===== config.mk =====
export PLATFORM = sky130hd
export DESIGN_NAME = gpio_serial_cfg_rx
export DESIGN_NICKNAME = d
export VERILOG_FILES = /design/src/rtl/gpio_serial_cfg_rx.sv
export SDC_FILE = /design/constraint.sdc
export NUM_CORES = 1
export LEC_CHECK = 0
export BUFFER_PORTS_ARGS = -buffer_cell sky130_fd_sc_hd__buf_2
export CAP_MARGIN = 10
export CORE_MARGIN = 2
export CORE_UTILIZATION = 30
export DETAILED_ROUTE_END_ITERATION = 10
export SKIP_LAST_GASP = 1
export SYNTH_ARGS = -nofsm -noshare
export SYNTH_HDL_FRONTEND = slang
export SYNTH_SLANG_ARGS = --single-unit

===== constraint.sdc =====
create_clock -name clk -period 14 [get_ports clk]
set_input_delay 0 -clock clk [delete_from_list [all_inputs] [get_ports clk]]
set_output_delay 0 -clock clk [all_outputs]
set_load 0.05 [all_outputs]

===== src/rtl/gpio_serial_cfg_rx.sv =====
// Receive side of the PS->PL GPIO serial config protocol: synchronises gpio_ctrl,
// detects serial clock edges and emits per-register shift strobes and load-done pulses.
module gpio_serial_cfg_rx #(
   parameter int CONFIG_REG_WIDTH = 16,
   parameter int WAVE_WIDTH       = 256,
   parameter int FLAG_REPEAT      = 8,
   parameter int NUM_CHANNELS     = 16
) (
   input  logic                    clk,
   input  logic                    rst,
   input  logic [15:0]             gpio_ctrl,
   output logic [NUM_CHANNELS-1:0] channel_sel,
   output logic                    shift_bit,
   output logic [8:0]              shift_stb,
   output logic [8:0]              load_done,
   output logic                    trigger_pulse,
   output logic                    readout_en,
   output logic                    proto_err
);

   function automatic int reg_len(input int k);
      case (k)
         1, 2:    return WAVE_WIDTH;
         5, 6:    return FLAG_REPEAT;
         default: return CONFIG_REG_WIDTH;
      endcase
   endfunction

   function automatic int max_len();
      int m;
      m = CONFIG_REG_WIDTH;
      if (WAVE_WIDTH > m) m = WAVE_WIDTH;
      if (FLAG_REPEAT > m) m = FLAG_REPEAT;
      return m;
   endfunction

   localparam int CW = $clog2(max_len()) + 1;

   logic [12:0] sync1, sync2;
   logic [11:1] prev, edges;
   logic        collision, sel_fire;
   logic [8:0]  stb_fire, done_fire;
   logic        unused_gpio;

   assign unused_gpio = ^gpio_ctrl[15:13];

   // edges[1] is channel_sel_clk, edges[10:2] the register clocks, edges[11] the trigger
   assign edges      = sync2[11:1] & ~prev;
   assign collision  = $countones(edges[10:1]) > 1;
   assign sel_fire   = edges[1] & ~collision;
   assign stb_fire   = edges[10:2] & {9{~collision}};
   assign readout_en = sync2[12];

   for (genvar k = 0; k < 9; k++) begin : g_cnt
      localparam logic [CW-1:0] LAST = CW'(reg_len(k) - 1);
      logic [CW-1:0] cnt;

      assign done_fire[k] = stb_fire[k] && (cnt == LAST);

      always_ff @(posedge clk) begin
         if (rst || sel_fire)   cnt <= '0;
         else if (done_fire[k]) cnt <= '0;
         else if (stb_fire[k])  cnt <= cnt + CW'(1);
      end
   end

   always_ff @(posedge clk) begin
      if (rst) begin
         sync1         <= '0;
         sync2         <= '0;
         prev          <= '0;
         channel_sel   <= '0;
         shift_bit     <= 1'b0;
         shift_stb     <= '0;
         load_done     <= '0;
         trigger_pulse <= 1'b0;
         proto_err     <= 1'b0;
      end else begin
         sync1         <= gpio_ctrl[12:0];
         sync2         <= sync1;
         prev          <= sync2[11:1];
         shift_stb     <= stb_fire;
         load_done     <= done_fire;
         trigger_pulse <= edges[11];
         if (sel_fire)
            channel_sel <= {sync2[0], channel_sel[NUM_CHANNELS-1:1]};
         if (|stb_fire)
            shift_bit <= sync2[0];
         // strobes still go out with a bad select; the flag records it
         if (collision || ((|stb_fire) && !$onehot(channel_sel)))
            proto_err <= 1'b1;
      end
   end

endmodule


==> impl_metrics.ini <==
[timing]
setup_viol = 0
slew_violations = 0
fin_crit_sh_pct = 46.7
final_hold_viol_count = 0
worst_slack_ns = 7.46
holdWs_ns = 0.0663
fin_tns_setup_ns = 0
finalClockSkew_ns = 0.00876
relSlewSlack_pct = 29.6
rsz0062_at_grt = no
fmax_ghz = 0.153
period_minus_slack_ns = 6.54
tightestPinTransition_ns = 1.06

[clock_network]
cts_root_buf = clkbuf_16
clock_sinks = 155
cts_tree = done
cts_max_level = 4
clk_pin_slew_ns = 0.06
clock_tree.buffer_depth = 2
cts_made_buffers = 17
post_cts_buffers = 0
clk_latency_ns = 0.42

[die]
row_count = 56
dieWidth_um = 158
initial_core_util_pct = 30.5
die_area_mm2 = 0.0250
die_h_um = 158
pin_count = 56
core_mm2 = 0.0234

[layout]
n_antenna_cell = 0
area_growth_pct = 17.1
final_cell_mix = 155 x dfxtp_1, 77 x a21oi_1, 51 x buf_2
nets = 867
final_common_cell = dfxtp_1
stdcell_count = 1147
layout-drive-gt1-share_pct = 12.7

[placement]
hpwl_um = 10100
place_ws_ns = 7.43
io_buffers = 52
gp_congestion = 0.770
placed_cells = 1102

[drt]
drt_iter0_drc = 411
drtAntennaViolNets = 0
wl_um = 15900
drc_errors = 0
vias_per_cell = 5.16
wl_per_cell_um = 13.9
vias = 5921
detail_route.first_pass.iterations = 7

[setup_path]
crit_top_cell = fa_1
crit_buf_inv = 4
crit_required_ns = 14.32
arrival_ns = 6.86
cp_slowest_cell = nand2b_1
crit_type = register to register
path_cells = nand2b_1, inv_1, fa_1, inv_1, fa_1, fa_1, inv_1, ha_1, fa_1, and3b_1, a21oi_4, buf_4, o21bai_2, a311oi_1
path_max_fanout = 114
cpPeakStageDelay_ns = 0.80
startpoint_type = register
worstSetupEndpointType = register
cp_top_family = adder cells
r2r_setup_slack_ns = 7.46

[flow_run]
maxCapViolCount = 0

[grt]
grt_overflow = 0
grt_antenna_before_repair = 0
grt_use_total_pct = 13.0
grt_pass1_vias = 5408
grt_max_degree = 115
grt_pass1_wl_um = 26400

[synth]
synth_edf_count = 0
synth_top_area_share_pct = 43.5
synth_flop_cell = dfxtp_1
synth.ff_latch_count = 155
ys_warn_count = 0
synth_cell_type_count = 54
syn-cell-area_mm2 = 0.00714
ys_async_sr_fraction_pct = 0
synth.area.top_cells = dfxtp_1 43%, a21oi_1 5.5%, fa_1 4.5%
yosys.area.top_type = dfxtp_1
syn_area_per_cell_um2 = 9.21
yosysSeqAreaShare_pct = 43.5
synthCells = 775
synth_nets = 827

[power_and_ir_drop]
ir_drop_mv = 0.0791
power_mw = 1.05
leakagePower_nw = 2.95
p_per_area_mw_per_mm2 = 125

[worst_hold_path]
hold_path.class = primary input to register

[run_status]
outcome = finished clean
[synthesized netlist by cell type, types with 11 or more instances]
library cell	count
buf_2	11
a211oi_1	21
o31ai_1	37
inv_1	43
nand3_1	46
nor2b_1	41
nand4_1	14
or3_1	24
a21oi_1	78
fa_1	16
nand2_1	19
dfxtp_1	155
ha_1	18
o21ai_0	48
nor3_1	17
clkbuf_1	31
or4_1	42
[timing repair]
action / in CTS / in global routing
hold buffers: 13 / 0
gates resized for setup: 0 / 0
hold endpoints to repair: 13 / 0
[state kept, by name, summed over array words and instances, names as in the netlist]
| register | count |
|---|---|
| proto_err | 1 |
| g_cnt.cnt | 81 |
| prev | 11 |
| sync1 | 13 |
| trigger_pulse | 1 |
| load_done | 9 |
| shift_bit | 1 |
| sync2 | 13 |
| shift_stb | 9 |
| channel_sel | 16 |
[power by group]
group          total [mW]  switching [mW]  internal (mW)  leakage [nW]
clock               0.469           0.190          0.279         0.293
sequential          0.455         0.00529          0.450          1.26
combinational       0.121          0.0971         0.0243          1.40
[worst paths after layout]
kind	start	to	cells past startpoint
hold reg to reg	prev[11]$_SDFF_PP0_	trigger_pulse$_SDFF_PP0_	1
setup reg to reg	prev[1]$_SDFF_PP0_	g_cnt[2].cnt[8]$_SDFFE_PP0P_	14
hold / removal	rst	prev[8]$_SDFF_PP0_	2
setup / recovery	prev[1]$_SDFF_PP0_	g_cnt[2].cnt[8]$_SDFFE_PP0P_	14
[logic make-up (layout without fill, tap and decap cells)]
logic type               after synthesis  in the layout  share of synthesized area (%)
AND/OR/NAND/NOR                      269            269                           23.3
AO/OA/AOI/OAI                        222            222                           20.0
flip-flops                           155            155                           43.5
buffers and inverters                 94            147                           5.45
adder cells (fa/ha/maj)               34             34                           7.64
multiplexers                           1              1                          0.140
[cell type report]
type / count / area (µm²)
Sequential cell: 155 / 3100
Inverter: 47 / 176
Tap cell: 319 / 399
Multi-Input combinational cell: 526 / 3660
Clock buffer: 20 / 467
Clock inverter: 12 / 138
Fill cell: 2418 / 15000
Timing Repair Buffer: 68 / 415
[per-layer routing]
metal  GRT usage [%]  up-vias  wire, µm
met5               0        -         0
met2            20.1       97      7170
met4            3.47        0       103
li1                -     2975         -
met3            3.46        7       522
met1            18.1     2842      8090
[per-stage QoR]
stage	util (%)	instance area (µm²)
4_1_cts	35.7	8360
6_report	35.7	8360
3_3_place_gp	32.6	7620
2_1_floorplan	-	7140
5_1_grt	35.7	8360
3_5_place_dp	32.6	7620
Power figures use the tool's default switching activity.
